--- src/rtl/ff_mac_accumulator.sv ---
// Multi-cycle feedforward neuron: accumulates lanes a*w products per beat over fan-in fi,
// then saturates and applies a selectable piecewise-linear activation plus its derivative.
module ff_mac_accumulator #(
  parameter int width      = 16,
  parameter int int_bits   = 5,
  parameter int frac_bits  = 10,
  parameter int lanes      = 4,
  parameter int fi         = 16,
  parameter int leak_shift = 3
) (
  input  logic                     clk,
  input  logic                     reset,
  input  logic                     in_valid,
  output logic                     in_ready,
  input  logic [width*lanes-1:0]   a_package,
  input  logic [width*lanes-1:0]   w_package,
  input  logic [width-1:0]         b,
  input  logic [1:0]               act_mode,
  output logic                     out_valid,
  input  logic                     out_ready,
  output logic [width-1:0]         s_out,
  output logic [width-1:0]         act_out,
  output logic [width-1:0]         sp_out,
  output logic                     sat_out
);

  localparam int NB   = fi / lanes;
  localparam int CNTW = (NB > 1) ? $clog2(NB) : 1;
  localparam int PW   = 2*width - frac_bits;
  localparam int ACCW = 2*width - frac_bits + $clog2(fi) + 1;

  localparam logic [CNTW-1:0]        LAST_CNT = CNTW'(NB - 1);
  localparam logic [width-1:0]       ONE      = width'(2**frac_bits);
  localparam logic [width-1:0]       ONE_LEAK = ONE >> leak_shift;
  localparam logic signed [ACCW-1:0] S_MAX    = ACCW'(2**(width-1) - 1);
  localparam logic signed [ACCW-1:0] S_MIN    = ACCW'(-(2**(width-1)));

  if (1 + int_bits + frac_bits != width) begin : g_bad_format
    $error("width must equal 1 + int_bits + frac_bits");
  end
  if ((fi % lanes) != 0 || (lanes & (lanes - 1)) != 0) begin : g_bad_lanes
    $error("lanes must be a power of 2 dividing fi");
  end

  typedef enum logic [1:0] {
    IDLE  = 2'd0,
    ACCUM = 2'd1,
    OUT   = 2'd2
  } state_t;

  // Returns {clipped, saturated word}.
  function automatic logic [width:0] saturate(input logic signed [ACCW-1:0] f);
    if (f > S_MAX) begin
      saturate = {1'b1, 1'b0, {(width-1){1'b1}}};
    end else if (f < S_MIN) begin
      saturate = {1'b1, 1'b1, {(width-1){1'b0}}};
    end else begin
      saturate = {1'b0, f[width-1:0]};
    end
  endfunction

  // Returns {act, sp}; modes 0 and 3 are both identity.
  function automatic logic [2*width-1:0] activate(input logic signed [width-1:0] s,
                                                  input logic [1:0] mode);
    case (mode)
      2'd1: begin
        if (!s[width-1] && (s != {width{1'b0}})) begin
          activate = {s, ONE};
        end else begin
          activate = {{width{1'b0}}, {width{1'b0}}};
        end
      end
      2'd2: begin
        if (!s[width-1]) begin
          activate = {s, ONE};
        end else begin
          activate = {s >>> leak_shift, ONE_LEAK};
        end
      end
      2'd0:    activate = {s, ONE};
      2'd3:    activate = {s, ONE};
      default: activate = {s, ONE};
    endcase
  endfunction

  state_t                  state_r, state_next_s;
  logic [CNTW-1:0]         cnt_r;
  logic signed [ACCW-1:0]  acc_r;
  logic [1:0]              mode_r;

  logic signed [2*width-1:0] prod_s;
  logic signed [ACCW-1:0]    lane_sum_s;
  logic signed [ACCW-1:0]    base_s;
  logic signed [ACCW-1:0]    final_s;
  logic [1:0]                mode_s;
  logic                      fire_s, first_s, last_s;
  logic [width:0]            sat_s;
  logic [2*width-1:0]        act_s;

  assign in_ready = !reset && ((state_r != OUT) || out_ready);

  // Sum of per-lane products, each truncated toward minus infinity by dropping frac_bits.
  always_comb begin
    prod_s     = {(2*width){1'b0}};
    lane_sum_s = {ACCW{1'b0}};
    for (int k = 0; k < lanes; k++) begin
      prod_s     = $signed(a_package[width*k +: width]) * $signed(w_package[width*k +: width]);
      lane_sum_s = lane_sum_s + {{(ACCW-PW){prod_s[2*width-1]}}, prod_s[2*width-1:frac_bits]};
    end
  end

  // Beat classification and final-sum datapath; a first beat starts from the bias, not acc.
  always_comb begin
    fire_s  = in_valid && in_ready;
    first_s = fire_s && (state_r != ACCUM);
    last_s  = fire_s && ((NB == 1) || ((state_r == ACCUM) && (cnt_r == LAST_CNT)));
    if (first_s) begin
      base_s = {{(ACCW-width){b[width-1]}}, b};
      mode_s = act_mode;
    end else begin
      base_s = acc_r;
      mode_s = mode_r;
    end
    final_s = base_s + lane_sum_s;
    sat_s   = saturate(final_s);
    act_s   = activate(sat_s[width-1:0], mode_s);
  end

  // State register.
  always_ff @(posedge clk or posedge reset) begin
    if (reset) begin
      state_r <= IDLE;
    end else begin
      state_r <= state_next_s;
    end
  end

  // Next-state logic; OUT may hand straight over to a new neuron when consumed.
  always_comb begin
    state_next_s = state_r;
    case (state_r)
      IDLE, ACCUM: begin
        if (last_s) begin
          state_next_s = OUT;
        end else if (fire_s) begin
          state_next_s = ACCUM;
        end else begin
          state_next_s = state_r;
        end
      end
      OUT: begin
        if (last_s) begin
          state_next_s = OUT;
        end else if (fire_s) begin
          state_next_s = ACCUM;
        end else if (out_ready) begin
          state_next_s = IDLE;
        end else begin
          state_next_s = OUT;
        end
      end
      default: state_next_s = IDLE;
    endcase
  end

  // Accumulator, beat counter and registered result.
  always_ff @(posedge clk or posedge reset) begin
    if (reset) begin
      cnt_r     <= {CNTW{1'b0}};
      acc_r     <= {ACCW{1'b0}};
      mode_r    <= 2'd0;
      out_valid <= 1'b0;
      s_out     <= {width{1'b0}};
      act_out   <= {width{1'b0}};
      sp_out    <= {width{1'b0}};
      sat_out   <= 1'b0;
    end else begin
      if (first_s) begin
        mode_r <= act_mode;
      end
      if (fire_s) begin
        acc_r <= final_s;
        cnt_r <= last_s ? {CNTW{1'b0}} : cnt_r + CNTW'(1);
      end
      if (last_s) begin
        out_valid <= 1'b1;
        s_out     <= sat_s[width-1:0];
        sat_out   <= sat_s[width];
        act_out   <= act_s[2*width-1:width];
        sp_out    <= act_s[width-1:0];
      end else if ((state_r == OUT) && out_ready) begin
        out_valid <= 1'b0;
      end
    end
  end

endmodule

--- config.mk ---
export PLATFORM = sky130hd
export DESIGN_NAME = ff_mac_accumulator
export DESIGN_NICKNAME = d
export VERILOG_FILES = /design/src/rtl/ff_mac_accumulator.sv
export SDC_FILE = /design/constraint.sdc
export NUM_CORES = 2
export LEC_CHECK = 0
export ABC_AREA = 1
export CELL_PAD_IN_SITES_DETAIL_PLACEMENT = 0
export CELL_PAD_IN_SITES_GLOBAL_PLACEMENT = 2
export CORE_MARGIN = 2
export CORE_UTILIZATION = 39
export CTS_CLUSTER_DIAMETER = 80
export DETAILED_ROUTE_END_ITERATION = 12
export PLACE_DENSITY = 0.93
export SYNTH_ARGS = -nofsm -noshare
export SYNTH_HDL_FRONTEND = slang
export SYNTH_SLANG_ARGS = --single-unit
--- constraint.sdc ---
create_clock -name clk -period 6.2 [get_ports clk]
set_input_delay 0.62 -clock clk [delete_from_list [all_inputs] [get_ports clk]]
set_output_delay 0.62 -clock clk [all_outputs]
set_load 0.005 [all_outputs]
# After elaboration in Yosys (flattened, before gate mapping)

Cells that the tools add are included.

Logic and storage cells: 61
Output and inout bits: 51
Register bits after elaboration: 83

Reduce and logical (&&, ||, !) cells: 16
Equality and inequality tests: 9
$lt $le $gt $ge: 2
Add/subtract/negate cells: 5
Multiplexer cells: 16
$mul: 4

Operators with widths:

| cell                   | count |
|---|---|
| $mul A16 B16 Y32       | 4 |
| $pmux W32 S3           | 1 |
| $mux W32               | 2 |
| $mux W17               | 2 |
| $add A27 B25 Y27       | 1 |
| $gt A27 B16 Y1 const B | 1 |
| $lt A27 B16 Y1 const B | 1 |
| $mux W27               | 1 |
| $add A24 B22 Y25       | 1 |
| $add A23 B22 Y24       | 1 |
| $add A22 B22 Y23       | 1 |
| $reduce_bool A16 Y1    | 1 |
| $mux W2                | 7 |
| $eq A2 B2 Y1 const B   | 4 |
| $logic_and A1 B1 Y1    | 7 |
| $eq A2 B1 Y1 const B   | 2 |
| $logic_not A2 Y1       | 2 |
| $pmux W2 S2            | 1 |
| $reduce_or A2 Y1       | 2 |
| $ne A3 B3 Y1 const B   | 1 |
| $add A2 B1 Y2 const B  | 1 |
| $logic_not A1 Y1       | 2 |
| $mux W1                | 2 |
| $ne A2 B1 Y1 const B   | 1 |
| other kinds (3)        | 3 |

# Depth between registers and ports, before layout

Depth in word-level cells: 14
Gate-level depth with buffers: 59

# Worst setup path after synthesis

Ideal clock, no wire load.

Path kind: input -> register
From: input port a_package[7]
To: register act_out[10]
Stages on the path: 49
Slack: -4112 ps
Path buffers: 3
Data arrival time: 10195 ps
Data required time: 6083 ps
Cell sequence: clkbuf_1 -> clkbuf_1 -> nand2_1 -> fa_1 -> inv_1 -> fa_1 -> inv_1 -> fa_1 -> inv_1 -> fa_1 -> fa_1 -> inv_1 -> fa_1 -> inv_1 -> ha_1 -> nand2_1 -> nor4_1 -> nand2_1 -> [13 not listed] -> fa_1 -> fa_1 -> ha_1 -> nand2_1 -> nor3_1 -> nand3_1 -> o211ai_1 -> xor2_1 -> nand4_1 -> nor2_1 -> nand4_1 -> nand3_4 -> buf_2 -> inv_1 -> o31ai_1 -> o21ai_1 -> nand2_1 -> nand2_1

Longest elaborated chain between the ends: 12
Elaborated cells on any way between the ends: 15
Classes of those cells: 4 x add/sub; 1 x mul; 2 x order compare; 5 x mux; 3 x reduce/logical

Ends and longest elaborated chain:

| item                                                           | line | source |
|---|---|---|
| from (decl)                                                    | 15   | `input logic [width*lanes-1:0] a_package,` |
| $mul A16 B16 Y32 (*)                                           | 107  | `prod_s = $signed(a_package[width*k +: width]) * $signed(w_package[width*k +: width]);` |
| $add A22 B22 Y23 (*)                                           | 108  | `lane_sum_s = lane_sum_s + {{(ACCW-PW){prod_s[2*width-1]}}, prod_s[2*width-1:frac_bits]};` |
| $add A23 B22 Y24 (*)                                           | 108  |  |
| $add A24 B22 Y25 (*)                                           | 108  |  |
| $add A27 B25 Y27 (*)                                           | 124  | `final_s = base_s + lane_sum_s;` |
| $lt A27 B16 Y1                                                 | 55   | `end else if (f < S_MIN) begin` |
| $mux W17                                                       | 55   |  |
| $mux W17 (*)                                                   | 53   | `if (f > S_MAX) begin` |
| $reduce_bool A16 Y1 / $logic_not A1 Y1 (equally long branches) | n/a  |  |
| $logic_and A1 B1 Y1                                            | 67   | `if (!s[width-1] && (s != {width{1'b0}})) begin` |
| $mux W32                                                       | 67   |  |
| $pmux W32 S3 (*)                                               | 65   | `case (mode)` |
| to (signal assigned)                                           | 174  | `act_out <= {width{1'b0}};` |
| to (signal assigned)                                           | 189  | `act_out <= act_s[2*width-1:width];` |
| to (decl)                                                      | 22   | `output logic [width-1:0] act_out,` |

Every way passes the cells marked *; elsewhere a longest branch is shown, timed or not.
A chain may end at the register's enable or synchronous reset.

# Worst setup path after layout

From: input port a_package[7]
To: register act_out[9]

Same word-level chain as after synthesis.

==> results.tsv <==
metric	value	unit
status	finished with violations	
violations	negative setup slack	
cts_buffers	9	
yosys.area.top_type_share	0.488	
grt_overflow	0	
end_kind	flop	
dr.pass1.iters	6	
required	6460	ps
slew_headroom	0.354	
dp_slack	-5020	ps
cts.clk_slew.worst_paths	60	ps
yosysTopAreaCell	fa_1	
ant_nets	0	
rsz0062_at_grt	true	
drive_gt1_frac	0.234	
slowest_stage	fa_1	
cts_sinks	69	
grt_pass1_vias	41000	
startpoint_type	input port	
io_pins	201	
ys.flop_type	dfrtp_1	
clk_latency	350	ps
fin_tns_setup	-209830	ps
tightestPinTransition	968	ps
min_path_type	reg -> reg	
fin_ws	-4260	ps
grt_usage	0.215	
drv_slew	0	
grt_max_degree	70	
synth.area.top_cells	fa_1, inv_1, nand2_1, ha_1, dfrtp_1	
cts_htree_levels	3	
fin_util	0.511	
wl	126000	um
start_util	0.394	
cp.arrival	10720	ps
synthArstFlopShare	1.00	
hold_buffers	0	
viasPerCell	4.66	
nNetsFinal	8235	
synth_seq_cells	69	
max_freq	95.6	MHz
crit_fanout	7	
period_needed	10460	ps
max_stage_delay	540	ps
cts_root_buf	clkbuf_16	
grt_pass1_wl	210000	um
ys_seq_area_frac	0.0377	
antenna_found_initial	0	
syn_area_per_cell	8.05	um2
cts_buffer_depth	2	
synth_cell_type_count	47	
synth_area	45800	um2
period_share	1.69	
vias	37900	
die_w	347	um
area_growth	29.7	%
fp.dieH	347	um
synth_edf_count	0	
clock_skew	12.5	ps
die-area	120000	um2
place_congestion	0.974	
wl_per_cell	15.4	um
dp_hpwl	108000	um
drv_cap	0	
drt_iter0_markers	1854	
critPathKind	in -> reg	
drc	0	
cts_tree	built	
syn_inst	5691	
rows	125	
yosys_warnings	0	
finalHoldViolCount	0	
io_buffers	186	
core_area	116000	um2
setup_violations	61	
diodes	0	
==> flip-flops by register name (all words and copies together) (netlist names) <==
name / cells
acc_r: 27
act_out: 16
cnt_r: 2
mode_r: 2
out_valid: 1
s_out: 16
sat_out: 1
sp_out: 2
state_r: 2
==> synth_stat cells (45+ instances only) <==
master	n
nand2_1	1374
xor2_1	85
xnor2_1	49
nor2_1	130
a21oi_1	148
clkbuf_1	209
inv_1	1732
ha_1	350
o21ai_0	100
or2_2	45
nand3_1	85
dfrtp_1	69
fa_1	1117
==> path summary, 6_finish.rpt <==
path / to / start / depth (start not counted) / slack (ps)
min in group asynchronous: s_out[4] / reset / 3 / 900
worst max register to register: act_out[9] / state_r[0] / 37 / -270
worst min-delay path: acc_r[1] / acc_r[1] / 2 / 470
worst min register to register: acc_r[1] / acc_r[1] / 2 / 470
max in group asynchronous: acc_r[12] / reset / 3 / 4710
worst max-delay path: act_out[9] / a_package[7] / 56 / -4260
==> final cells by class <==
class / count / area [um2]
fillers: 11000 / 56900
multi-input cells: 3655 / 39300
repair buffers: 1140 / 9670
inverters: 1743 / 6560
well taps: 1524 / 1910
flip-flops and latches: 69 / 1730
clock buffers: 10 / 229
clock inverters: 6 / 71.3
==> placed cells by master, fill, tap and decap left out, types with 36 or more instances in the layout <==
cell | Yosys | routed
nand3_1 | 85 | 65
inv_2 | 10 | 67
ha_1 | 350 | 300
dfrtp_1 | 69 | 69
nor2_1 | 130 | 109
or2_2 | 45 | 43
o21ai_0 | 100 | 52
nand2_2 | 20 | 102
ha_4 | 0 | 45
fa_1 | 1117 | 1092
a21oi_2 | 1 | 40
buf_4 | 15 | 805
buf_6 | 3 | 140
nand2_1 | 1374 | 1250
xor2_1 | 85 | 57
nand2_4 | 2 | 42
a21oi_1 | 148 | 95
clkdlybuf4s50_1 | 0 | 105
o21ai_1 | 23 | 40
xnor2_1 | 49 | 36
inv_1 | 1732 | 1671
==> critical path, delay by kind of cell <==
family,cells,cell delay (ps)
adders and majority gates,11,5020
xor gates and xnor gates,1,180
AOI/OAI and AO/OA,10,1290
and+or+nand+nor,20,2140
buffers and inverters,14,1420
==> per-layer routing <==
layer  vias to the layer above  share of wire  global-route usage  routed length [um]
li1                      17900              -                   -                   -
met4                         0          0.023              0.0376                2840
met1                     19100           0.45               0.301               56000
met3                       159          0.038              0.0124                4790
met2                       818           0.49               0.371               61900
met5                         -              0                   0                   0
==> cell families after synthesis <==
| group | after synthesis | synth area share |
|---|---|---|
| AOI/OAI and AO/OA | 338 | 0.0402 |
| xor gates and xnor gates | 134 | 0.0256 |
| adders and majority gates | 1467 | 0.583 |
| buffers and inverters | 1982 | 0.164 |
| DFF | 69 | 0.0377 |
| muxes | 2 | 0.000437 |
| other | 1 | 0.0000818 |
| and+or+nand+nor | 1698 | 0.148 |
==> repair_timing <==
action                     in CTS  in global routing
resized for setup             565                344
cloned                          4                  0
setup endpoints to repair      62                 62
setup buffers                  98                 66
pin swaps                     166                207
==> per-stage QoR <==
step	cell area (um2)	hold WS (ps)	cells
finish	59400	475	8147
global route	59400	506	8147
CTS	58000	473	8109
detailed placement	55500	465	8007
global placement	55500	459	8007
floorplan	46800	444	5704
Power is left out: the tool's default activity adds up to more than one toggle a clock period on the data nets, which glitch-free logic cannot reach.
